$ cat config.mk
export PLATFORM = sky130hd
export DESIGN_NAME = divider
export DESIGN_NICKNAME = d
export VERILOG_FILES = /design/src/rtl/divider_pkg.sv /design/src/rtl/divider_datapath.sv /design/src/rtl/divider.sv
export SDC_FILE = /design/constraint.sdc
export NUM_CORES = 1
export LEC_CHECK = 0
export ABC_CLOCK_PERIOD_IN_PS = 3540
export CAP_MARGIN = 20
export CORE_MARGIN = 4
export CORE_UTILIZATION = 40
export CTS_CLUSTER_SIZE = 10
export DETAILED_ROUTE_END_ITERATION = 8
export SLEW_MARGIN = 40
export SYNTH_ARGS = -nofsm -noshare
export SYNTH_HDL_FRONTEND = slang
export SYNTH_SLANG_ARGS = --single-unit
$ cat constraint.sdc
create_clock -name clk -period 3.54 [get_ports clk]
set_input_delay 0.354 -clock clk [delete_from_list [all_inputs] [get_ports clk]]
set_output_delay 0.354 -clock clk [all_outputs]
set_load 0.03 [all_outputs]
$ cat src/rtl/divider_pkg.sv
// Shared constants and FSM state encoding for the sequential fixed-point divider.
package divider_pkg;

  localparam int WIDTH_DEF = 10;
  localparam int FRAC_DEF  = 5;
  localparam int N_DEF     = WIDTH_DEF + FRAC_DEF;

  typedef enum logic [1:0] {
    IDLE = 2'd0,
    RUN  = 2'd1,
    DONE = 2'd2
  } state_e;

endpackage

$ cat src/rtl/divider_datapath.sv
// Restoring shift-subtract datapath: one quotient bit per step, result saturation and flags.
module divider_datapath import divider_pkg::*; #(
  parameter int WIDTH = WIDTH_DEF,
  parameter int FRAC  = FRAC_DEF
) (
  input  logic             clk,
  input  logic             sclr,
  input  logic             load,
  input  logic             step,
  input  logic [WIDTH-1:0] a_in,
  input  logic [WIDTH-1:0] b_in,
  output logic             last_step,
  output logic [WIDTH-1:0] q_out,
  output logic             dvz,
  output logic             ovf
);

  localparam int N  = WIDTH + FRAC;
  localparam int CW = $clog2(N);

  logic [WIDTH:0]   rem_q, rem_d;
  logic [N-1:0]     dvd_q, dvd_d;
  logic [N-1:0]     quo_q, quo_d;
  logic [WIDTH-1:0] b_q, b_d;
  logic [CW-1:0]    cnt_q, cnt_d;
  logic [WIDTH-1:0] q_out_q, q_out_d;
  logic             dvz_q, dvz_d;
  logic             ovf_q, ovf_d;

  logic [WIDTH:0]   rem_shift;
  logic [WIDTH:0]   rem_diff;
  logic             q_bit;
  logic [N-1:0]     quo_step;

  always_comb begin
    rem_shift = {rem_q[WIDTH-1:0], dvd_q[N-1]};
    rem_diff  = rem_shift - {1'b0, b_q};
    q_bit     = (rem_shift >= {1'b0, b_q});
    quo_step  = {quo_q[N-2:0], q_bit};
    last_step = (cnt_q == CW'(N - 1));

    rem_d   = rem_q;
    dvd_d   = dvd_q;
    quo_d   = quo_q;
    b_d     = b_q;
    cnt_d   = cnt_q;
    q_out_d = q_out_q;
    dvz_d   = dvz_q;
    ovf_d   = ovf_q;

    if (load) begin
      rem_d   = {(WIDTH+1){1'b0}};
      dvd_d   = {a_in, {FRAC{1'b0}}};
      quo_d   = {N{1'b0}};
      b_d     = b_in;
      cnt_d   = {CW{1'b0}};
      q_out_d = {WIDTH{1'b0}};
      dvz_d   = (b_in == {WIDTH{1'b0}});
      ovf_d   = 1'b0;
    end else if (step) begin
      rem_d = q_bit ? rem_diff : rem_shift;
      dvd_d = {dvd_q[N-2:0], 1'b0};
      quo_d = quo_step;
      cnt_d = cnt_q + 1'b1;
      // Any set bit above the output width means the quotient does not fit.
      if (last_step) begin
        if (|quo_step[N-1:WIDTH]) begin
          q_out_d = {WIDTH{1'b1}};
          ovf_d   = 1'b1;
        end else begin
          q_out_d = quo_step[WIDTH-1:0];
          ovf_d   = 1'b0;
        end
      end else begin
        q_out_d = q_out_q;
        ovf_d   = ovf_q;
      end
    end else begin
      rem_d = rem_q;
    end
  end

  always_ff @(posedge clk) begin
    if (sclr) begin
      rem_q   <= {(WIDTH+1){1'b0}};
      dvd_q   <= {N{1'b0}};
      quo_q   <= {N{1'b0}};
      b_q     <= {WIDTH{1'b0}};
      cnt_q   <= {CW{1'b0}};
      q_out_q <= {WIDTH{1'b0}};
      dvz_q   <= 1'b0;
      ovf_q   <= 1'b0;
    end else begin
      rem_q   <= rem_d;
      dvd_q   <= dvd_d;
      quo_q   <= quo_d;
      b_q     <= b_d;
      cnt_q   <= cnt_d;
      q_out_q <= q_out_d;
      dvz_q   <= dvz_d;
      ovf_q   <= ovf_d;
    end
  end

  assign q_out = q_out_q;
  assign dvz   = dvz_q;
  assign ovf   = ovf_q;

endmodule

$ cat src/rtl/divider.sv
// Sequential unsigned fixed-point divider: start/busy/valid control FSM around the datapath.
module divider import divider_pkg::*; #(
  parameter int WIDTH = WIDTH_DEF,
  parameter int FRAC  = FRAC_DEF
) (
  input  logic             clk,
  input  logic             sclr,
  input  logic             start,
  input  logic [WIDTH-1:0] a_in,
  input  logic [WIDTH-1:0] b_in,
  output logic [WIDTH-1:0] q_out,
  output logic             dvz,
  output logic             ovf,
  output logic             busy,
  output logic             valid
);

  state_e state_q, state_d;
  logic   busy_q, busy_d;
  logic   valid_q, valid_d;
  logic   load;
  logic   last_step;

  always_comb begin
    state_d = state_q;
    load    = 1'b0;
    case (state_q)
      IDLE, DONE: begin
        // A zero divisor needs no iterations: report it at the accept edge.
        if (start) begin
          load    = 1'b1;
          state_d = (b_in == {WIDTH{1'b0}}) ? DONE : RUN;
        end else begin
          state_d = state_q;
        end
      end
      RUN: begin
        if (last_step) begin
          state_d = DONE;
        end else begin
          state_d = RUN;
        end
      end
      default: state_d = IDLE;
    endcase
    busy_d  = (state_d == RUN);
    valid_d = (state_d == DONE);
  end

  always_ff @(posedge clk) begin
    if (sclr) begin
      state_q <= IDLE;
      busy_q  <= 1'b0;
      valid_q <= 1'b0;
    end else begin
      state_q <= state_d;
      busy_q  <= busy_d;
      valid_q <= valid_d;
    end
  end

  assign busy  = busy_q;
  assign valid = valid_q;

  divider_datapath #(
    .WIDTH (WIDTH),
    .FRAC  (FRAC)
  ) u_datapath (
    .clk       (clk),
    .sclr      (sclr),
    .load      (load),
    .step      (state_q == RUN),
    .a_in      (a_in),
    .b_in      (b_in),
    .last_step (last_step),
    .q_out     (q_out),
    .dvz       (dvz),
    .ovf       (ovf)
  );

endmodule

==> results.cfg, run 1 <==
[sta]
fin_crit_sh = 0.659
whs_ns = 0.457
worstMarginPinSlew_ns = 0.739
max_freq_mhz = 429
slew_headroom = 0.507
grt_setup_unrepaired = false
slew_viol_final = 0
fin_setup_tns_ns = 0
finalHoldViolCount = 0
setup_violations = 0
post-route-min-period_ns = 2.33
fin_worst_skew_ns = 0.0101

[global_routing]
use_met2 = 0.254
track_usage = 0.160
use_met1 = 0.199
grt_pass1_wl_um = 11100
grt.busiest_layer = met2
met3_usage = 0.0601
grt_pass1_vias = 2447
grt_max_degree = 48
gr-total-overflow = 0
antenna_found_initial = 0

[yosys]
ys_seq_area_frac = 0.436
synth_flop_cell = dfxtp_1
synth_edf_count = 0
syn_inst = 343
synth_top_area_share = 0.436
synth_area_per_cell_um2 = 8.58
ys.warnings.count = 0
synth_top_cell_by_area = dfxtp_1
syn_area_um2 = 2940
synth.net_count = 379
ys_types = 42
synth_area_leaders = dfxtp_1 (44%), nand2_1 (8.3%), a21oi_1 (7.5%)
yosys-top-cells-count = nand2_1 (65), dfxtp_1 (64), a21oi_1 (44), nor2_1 (26), clkbuf_1 (15)
synth-seq-cells = 64
synthArstFlopShare = 0
yosysMostFrequentCell = nand2_1

[clock_tree]
cts_sinks = 64
clockBufferDepth = 2
clk_pin_slew_ns = 0.07
cts_tree = done
cts_made_buffers = 9
post_cts_buffers = 0
ctsResizeCount = 0
hold_buffers = 0
root_buffer = clkbuf_8
insertion_delay_ns = 0.34
cts_max_level = 3

[route]
drtPass1Iterations = 4
drc = 0
drt_iter0_markers = 143
ant_nets = 0
wire_per_inst_um = 13.4
routed_wl_um = 6370
vias = 2451
via_per_inst = 5.16

[setup_path]
r2r_cells = 8
cp_slowest_stage_delay_ns = 0.55
critPathKind = flip-flop to flip-flop
crit_path_end_kind = flip-flop
startpoint_type = flip-flop
cp_cell_sequence = inv_1 -> ha_1 -> o211ai_1 -> a21oi_2 -> o2111ai_2 -> a41oi_4 -> mux2i_1 -> a21oi_1
cp_max_fo = 16
crit_slowest_cell = a41oi_4
critPathRequiredTime_ns = 3.75
worst-r2r-setup-slack_ns = 1.21
worstPathArrival_ns = 2.54

[final_layout]
drive_above_1_share = 0.113
n_antenna_cell = 0
nets = 410
area_growth_pct = 21.7

[die]
rows = 30
die_y_um = 93.8
core_area_um2 = 6980
pin_count = 37
die_w_um = 93.8
dieArea_um2 = 8790
start_util = 0.421

[run]
drv_cap = 0

[power_and_ir_drop]
irDropWorstVdd_v = 0.000273
power_density_nw_per_um2 = 506
power_leakage_nw = 1.32

[worst_hold_path]
hold_class = flip-flop to flip-flop
min_path_cells = 2

[placement]
place_congestion = 0.851
io_buffers = 36
hpwl_um = 4310

[status]
status = completed
==> worst max-delay path, delay by kind of cell (launching register included) <==
kind	cells	cell delay, ns
flops	1	0.33
fa+ha+maj	1	0.39
compound gates	5	1.19
mux	1	0.25
buf+inv	1	0.05
==> per-layer routing <==
| layer | vias to the layer above | wire length [um] | part of all wire |
|---|---|---|---|
| li1 | 1256 | - | - |
| met5 | - | 0 | 0 |
| met2 | 38 | 2980 | 0.47 |
| met4 | 0 | 85 | 0.013 |
| met3 | 8 | 241 | 0.038 |
| met1 | 1149 | 3060 | 0.48 |
==> final timing paths <==
path | startpoint | end
max reg2reg | u_datapath.b_q[4]$_SDFFE_PP0P_ | u_datapath.rem_q[1]$_SDFFE_PP0N_
min reg2reg | u_datapath.quo_q[13]$_SDFFE_PP0N_ | u_datapath.quo_q[13]$_SDFFE_PP0N_
min | u_datapath.quo_q[13]$_SDFFE_PP0N_ | u_datapath.quo_q[13]$_SDFFE_PP0N_
max | u_datapath.b_q[4]$_SDFFE_PP0P_ | u_datapath.rem_q[1]$_SDFFE_PP0N_
==> area by class of cell <==
class / instances / area (um2)
fill: 674 / 3400
multi-input combinational: 244 / 1500
timing repair buffer: 42 / 405
tap: 96 / 120
sequential: 64 / 1280
clock buffer: 10 / 138
inverter: 13 / 48.8
clock inverter: 6 / 91.3
==> flip-flops by register name (all words and copies together) (netlist names) <==
signal	flops
u_datapath.ovf	1
u_datapath.quo_q	14
u_datapath.q_out	10
u_datapath.dvd_q	10
busy	1
u_datapath.rem_q	10
u_datapath.b_q	10
valid	1
u_datapath.dvz	1
state_q	2
u_datapath.cnt_q	4
==> stage by stage <==
stage,setup slack (ns),util,std cells,power [mW],area (um2)
3_5_place_dp,1.13,0.480,459,1.11,3350
2_1_floorplan,1.58,-,343,1.04,2940
6_report,1.21,0.513,475,1.81,3580
4_1_cts,1.19,0.513,475,1.83,3580
3_3_place_gp,1.16,0.480,459,1.11,3350
5_1_grt,0.954,0.513,475,1.91,3580
==> layout by cell type (no fill, tap or decap), drive strengths merged, types with 2 or more instances in the layout <==
cell           Yosys  routed
o211ai             4       4
inv               13      14
o21ai             11      11
xnor2              3       3
a22oi              8       8
a311oi             2       2
nand4              4       4
nor2              26      26
a21o               3       3
nor2b              2       2
a211oi             2       2
clkbuf            16      10
mux2i              5       5
clkinv             0       3
nand2             65      65
ha                12      12
nand2b             6       6
dfxtp             64      64
clkdlybuf4s50      0      36
or4                2       2
a31oi              2       2
bufinv             0       2
nor3               8       8
xor2               6       6
buf                5       6
o221a             10      10
nand3              8       8
a21oi             45      45
==> cell families (layout without fill, tap and decap cells) <==
kind of cell | after synthesis | count (layout) | synth area share
flip-flops | 64 | 64 | 0.436
multiplexers | 5 | 5 | 0.0170
buffers and inverters | 35 | 71 | 0.0570
AO/OA/AOI/OAI | 92 | 92 | 0.212
adder cells (fa/ha/maj) | 13 | 13 | 0.0578
XOR/XNOR | 9 | 9 | 0.0268
AND/OR/NAND/NOR | 125 | 125 | 0.194
==> power by group <==
group	switching (mW)	internal (mW)	total [mW]	leakage [nW]
sequential	0.0187	0.747	0.766	0.521
clock	0.297	0.419	0.716	0.117
combinational	0.190	0.140	0.330	0.681
(Power assumes the default switching activity.)
==> run 2, diff against run 1 <==
--- a/config.mk
+++ b/config.mk
@@ -5,7 +5,7 @@
 export SDC_FILE = /design/constraint.sdc
 export NUM_CORES = 1
 export LEC_CHECK = 0
-export ABC_CLOCK_PERIOD_IN_PS = 3540
+export ABC_CLOCK_PERIOD_IN_PS = 2400
 export CAP_MARGIN = 20
 export CORE_MARGIN = 4
 export CORE_UTILIZATION = 40
==> constraint.sdc (replaced) <==
create_clock -name clk -period 2.4 [get_ports clk]
set_input_delay 0.24 -clock clk [delete_from_list [all_inputs] [get_ports clk]]
set_output_delay 0.24 -clock clk [all_outputs]
set_load 0.03 [all_outputs]
==> run 2 against run 1 <==
Critical path depth up 1. Register-to-register slack lost 0.95 ns. Clock-buffer cell count is 1 higher. Core utilization is 0.16 points higher. Global-route usage is 0.16 points higher. Cell area up 0.31%. Clock skew shrank 0.0046 ns. Combinational power grew 61%. Worst hold slack hardly changed. Critical path type unchanged. Critical endpoint is now u_datapath.rem_q[3]$_SDFFE_PP0N_. Highest routed layer unchanged.
==> results.cfg, run 2 (synthesis results as in run 1) <==
[route]
routed_wl_um = 6430
via_per_inst = 5.11
vias = 2449
wire_per_inst_um = 13.4
drt_iter0_markers = 110
drtPass1Iterations = 4
drc = 0
ant_nets = 0

[placement]
dp_cells = 462
place_congestion = 0.829
hpwl_um = 4490
io_buffers = 36

[run]
drv_cap = 0

[final_layout]
nets = 414
largest_reg_flops = 14
regMostFlops = u_datapath.quo_q
fin_util = 0.514
mostFrequentLayoutCells = nand2_1 (65), dfxtp_1 (64), a21oi_1 (44), clkdlybuf4s50_1 (36), nor2_1 (26)
area_growth_pct = 22.1
layout_commonest_cell = nand2_1
n_antenna_cell = 0
layoutNonFillerInstCount = 479
drive_above_1_share = 0.120

[clock_tree]
clk_pin_slew_ns = 0.07
root_buffer = clkbuf_8
cts_max_level = 3
cts_made_buffers = 9
cts_sinks = 64
insertion_delay_ns = 0.34
clockBufferDepth = 2
cts_tree = done
ctsResizeCount = 0

[die]
die_y_um = 93.8
die_w_um = 93.8
start_util = 0.421
rows = 30
dieArea_um2 = 8790
core_area_um2 = 6980
pin_count = 37

[setup_path]
startpoint_type = flip-flop
crit_family = compound AO/OA/AOI/OAI gates
worstPathArrival_ns = 2.37
crit_path_end_kind = flip-flop
cp_slowest_stage_delay_ns = 0.38
cp_cell_sequence = inv_1 -> ha_1 -> o211ai_1 -> a21oi_2 -> o2111ai_2 -> a41oi_4 -> buf_12 -> mux2i_1 -> a21oi_1
critPathKind = flip-flop to flip-flop
r2r_start = u_datapath.b_q[4]$_SDFFE_PP0P_
cp_max_fo = 16
critPathBufInv = 2
critPathRequiredTime_ns = 2.62
cp-startpoint = u_datapath.b_q[4]$_SDFFE_PP0P_
crit_slowest_cell = ha_1

[sta]
fin_setup_tns_ns = 0
slew_viol_final = 0
max_freq_mhz = 466
setup_violations = 0
fin_worst_skew_ns = 0.00558
fin_crit_sh = 0.894
slew_headroom = 0.633
grt_setup_unrepaired = false
worstMarginPinSlew_ns = 0.548
post-route-min-period_ns = 2.15
finalHoldViolCount = 0

[global_routing]
gr-total-overflow = 0
antenna_found_initial = 0
track_usage = 0.161
grt_max_degree = 26
grt_pass1_vias = 2391
grt_pass1_wl_um = 11300

[worst_hold_path]
hold_class = flip-flop to flip-flop
min-delay-start = u_datapath.dvd_q[9]$_SDFFE_PP0P_

[status]
status = completed

[power_and_ir_drop]
power_leakage_nw = 1.32
irDropWorstVdd_v = 0.000364
power_density_nw_per_um2 = 722
-- run 2: cell count changes in the layout (fill, tap and decap cells not counted), sizes merged --
cell,before,now
buf,6,10
bufinv,2,1
inv,14,13
clkinvlp,0,1
clkbuf,10,11
-- run 2: final cells by class --
| type | count | area [um2] |
|---|---|---|
| sequential | 64 | 1280 |
| clock buffer | 11 | 141 |
| tap | 96 | 120 |
| inverter | 13 | 48.8 |
| timing repair buffer | 46 | 448 |
| clock inverter | 5 | 56.3 |
| multi-input combinational | 244 | 1500 |
| fill | 668 | 3390 |
-- run 2: metrics by stage --
step	area [um2]	hold slack (ns)	setup WS, ns	power (mW)
3_5_place_dp	3370	0.449	0.101	1.65
2_1_floorplan	2940	0.376	0.436	1.54
5_1_grt	3590	0.471	0.0925	2.73
4_1_cts	3570	0.454	0.0853	2.58
6_report	3590	0.457	0.253	2.59
3_3_place_gp	3370	0.442	0.183	1.64
-- run 2: final timing paths --
path              depth (start not counted)                               end  slack, ns
hold / removal                            2  u_datapath.dvd_q[9]$_SDFFE_PP0P_       0.46
setup / recovery                          9  u_datapath.rem_q[3]$_SDFFE_PP0N_       0.25
setup reg to reg                          9  u_datapath.rem_q[3]$_SDFFE_PP0N_       0.25
hold reg to reg                           2  u_datapath.dvd_q[9]$_SDFFE_PP0P_       0.46
-- run 2: worst min-delay path, cell delays in order, from the launching register on --
cell and delay [ns]:
dfxtp_1 0.31, nand2_1 0.05, a21oi_1 0.05
-- run 2: routing by layer --
layer,up-vias,part of all wire,GRT usage
met3,9,0.039,0.0353
li1,1267,-,-
met1,1131,0.51,0.223
met4,0,0.011,0.0758
met5,-,0,0
met2,42,0.44,0.238
-- run 2: timing repair --
action / CTS / global route
endpoints found under the hold margin: 0 / 0
setup buffers: 0 / 1
hold buffers: 0 / 0
setup endpoints to repair: 0 / 8
-- run 2: power breakdown --
part / switching [mW] / internal [mW] / total [mW]
clock network: 0.426 / 0.506 / 0.932
logic: 0.291 / 0.239 / 0.530
registers: 0.0272 / 1.10 / 1.13
==> run 3, diff against run 2 <==
--- a/config.mk
+++ b/config.mk
@@ -11,6 +11,8 @@
 export CORE_UTILIZATION = 40
 export CTS_CLUSTER_SIZE = 10
 export DETAILED_ROUTE_END_ITERATION = 8
+export GPL_TIMING_DRIVEN = 0
+export PLACE_DENSITY_LB_ADDON = 0.1
 export SLEW_MARGIN = 40
 export SYNTH_ARGS = -nofsm -noshare
 export SYNTH_HDL_FRONTEND = slang
==> run 3 against run 2 <==
Core utilization is 0.090 points lower. Worst hold slack worse by 0.18 ns. Final cell count is 2.1% higher. Critical path type unchanged.
==> results.cfg, run 3 (synthesis results as in run 1) <==
[final_layout]
n_antenna_cell = 0
nets = 425
area_growth_pct = 21.9
layout_commonest_cell = nand2_1
final_cell_area_um2 = 3580
drive_above_1_share = 0.102
largest_reg_flops = 14
regMostFlops = u_datapath.quo_q
mostFrequentLayoutCells = nand2_1 (65), dfxtp_1 (64), a21oi_1 (44), clkdlybuf4s50_1 (35), nor2_1 (26)
num-fill-cells = 716

[route]
wire_per_inst_um = 13.4
via_per_inst = 5.06
drc = 0
vias = 2475
drtPass1Iterations = 4
drt_iter0_markers = 120
ant_nets = 0
routed_wl_um = 6550

[sta]
max_freq_mhz = 448
fin_setup_tns_ns = 0
fin_worst_skew_ns = 0.0103
slew_viol_final = 0
fin_crit_sh = 0.930
grt_setup_unrepaired = false
slew_headroom = 0.643
worstMarginPinSlew_ns = 0.534
finalHoldViolCount = 0
setup_violations = 0
post-route-min-period_ns = 2.23

[clock_tree]
clk_pin_slew_ns = 0.07
hold_buffers = 0
cts_tree = done
cts_made_buffers = 9
cts_sinks = 64
cts_max_level = 3
root_buffer = clkbuf_8
insertion_delay_ns = 0.33
ctsResizeCount = 0
post_cts_buffers = 0
clockBufferDepth = 2

[power_and_ir_drop]
irDropWorstVdd_v = 0.000321
power_density_nw_per_um2 = 687
power_leakage_nw = 1.31
finalPower_mw = 2.46

[run]
drv_cap = 0

[die]
pin_count = 37
dieArea_um2 = 8790
core_area_um2 = 6980
start_util = 0.421
rows = 30
die_y_um = 93.8
die_w_um = 93.8

[setup_path]
critPathKind = flip-flop to flip-flop
worst-r2r-setup-slack_ns = 0.17
timing.rr.end = u_datapath.rem_q[6]$_SDFFE_PP0N_
r2r_cells = 9
r2r_start = u_datapath.b_q[4]$_SDFFE_PP0P_
startpoint_type = flip-flop
cp_max_fo = 10
worstPathArrival_ns = 2.46
critPathRequiredTime_ns = 2.62
crit_path_end_kind = flip-flop

[placement]
place_area_um2 = 3410
place_congestion = 0.826
hpwl_um = 4860
io_buffers = 35

[worst_hold_path]
min_path_cells = 2
hold_end = u_datapath.dvd_q[13]$_SDFFE_PP0P_
hold_class = input port to flip-flop
min-delay-start = sclr

[global_routing]
gr-total-overflow = 0
grt_pass1_wl_um = 10900
antenna_found_initial = 0
grt_max_degree = 11
track_usage = 0.157
grt_pass1_vias = 2316

[status]
status = completed
## run 3: cell count changes in the layout (fill, tap and decap cells not counted), sizes merged
cell | previous run | this run
clkinv | 3 | 2
clkbuf | 11 | 28
bufbuf | 0 | 1
clkdlybuf4s50 | 36 | 35
buf | 10 | 5
bufinv | 1 | 0
## run 3: critical path: stages, from the launching register on
cell and delay [ns]:
dfxtp_1 0.33, inv_1 0.04, ha_1 0.39, o211ai_1 0.14, a21oi_2 0.21, o2111ai_2 0.22, a41oi_4 0.38, buf_6 0.20
a31oi_1 0.10, o31a_1 0.11
## run 3: report_power, final
group	internal, mW	leakage, nW	switching, mW
combinational	0.227	0.704	0.295
clock	0.422	0.0882	0.390
sequential	1.10	0.521	0.0277
total	1.75	1.31	0.712
## run 3: per-stage QoR
stage | hold slack, ns | util | instances | setup WS (ns)
5_1_grt | 0.262 | 0.513 | 489 | 0.0342
4_1_cts | 0.260 | 0.513 | 489 | 0.178
2_1_floorplan | 0.376 | - | 343 | 0.436
6_report | 0.273 | 0.513 | 489 | 0.168
3_3_place_gp | 0.443 | 0.489 | 474 | 0.213
3_5_place_dp | 0.447 | 0.489 | 474 | 0.207
## run 3: area by class of cell
type                    instances  area, um2  share of cell area
clock inverters                 3       17.5             0.00489
repair buffers                 35        350              0.0977
multi-input cells             244       1490               0.416
plain buffers                  22        119              0.0332
clock buffers                  12        155              0.0433
inverters                      13       48.8              0.0136
flip-flops and latches         64       1280               0.357
well taps                      96        120              0.0335
## run 3: worst max-delay path by stage
stage / slack [ns] / cells after the start / end / start
after floorplan: 0.44 / 8 / u_datapath.rem_q[6]$_SDFFE_PP0N_ / u_datapath.b_q[2]$_SDFFE_PP0P_
after global placement: 0.21 / 9 / u_datapath.rem_q[6]$_SDFFE_PP0N_ / u_datapath.b_q[4]$_SDFFE_PP0P_
after detailed placement: 0.21 / 9 / u_datapath.rem_q[6]$_SDFFE_PP0N_ / u_datapath.b_q[4]$_SDFFE_PP0P_
after CTS: 0.18 / 9 / u_datapath.rem_q[6]$_SDFFE_PP0N_ / u_datapath.b_q[4]$_SDFFE_PP0P_
after global routing: 0.03 / 9 / u_datapath.rem_q[6]$_SDFFE_PP0N_ / u_datapath.b_q[4]$_SDFFE_PP0P_
final: 0.17 / 9 / u_datapath.rem_q[6]$_SDFFE_PP0N_ / u_datapath.b_q[4]$_SDFFE_PP0P_
## run 3: metal layers
layer  vias up  routed length, um  global-route usage
li1       1290                  -                   -
met1      1138               3220               0.205
met2        41               3010               0.244
met3         6                267              0.0521
met4         0                 66              0.0505
met5         -                  0                   0
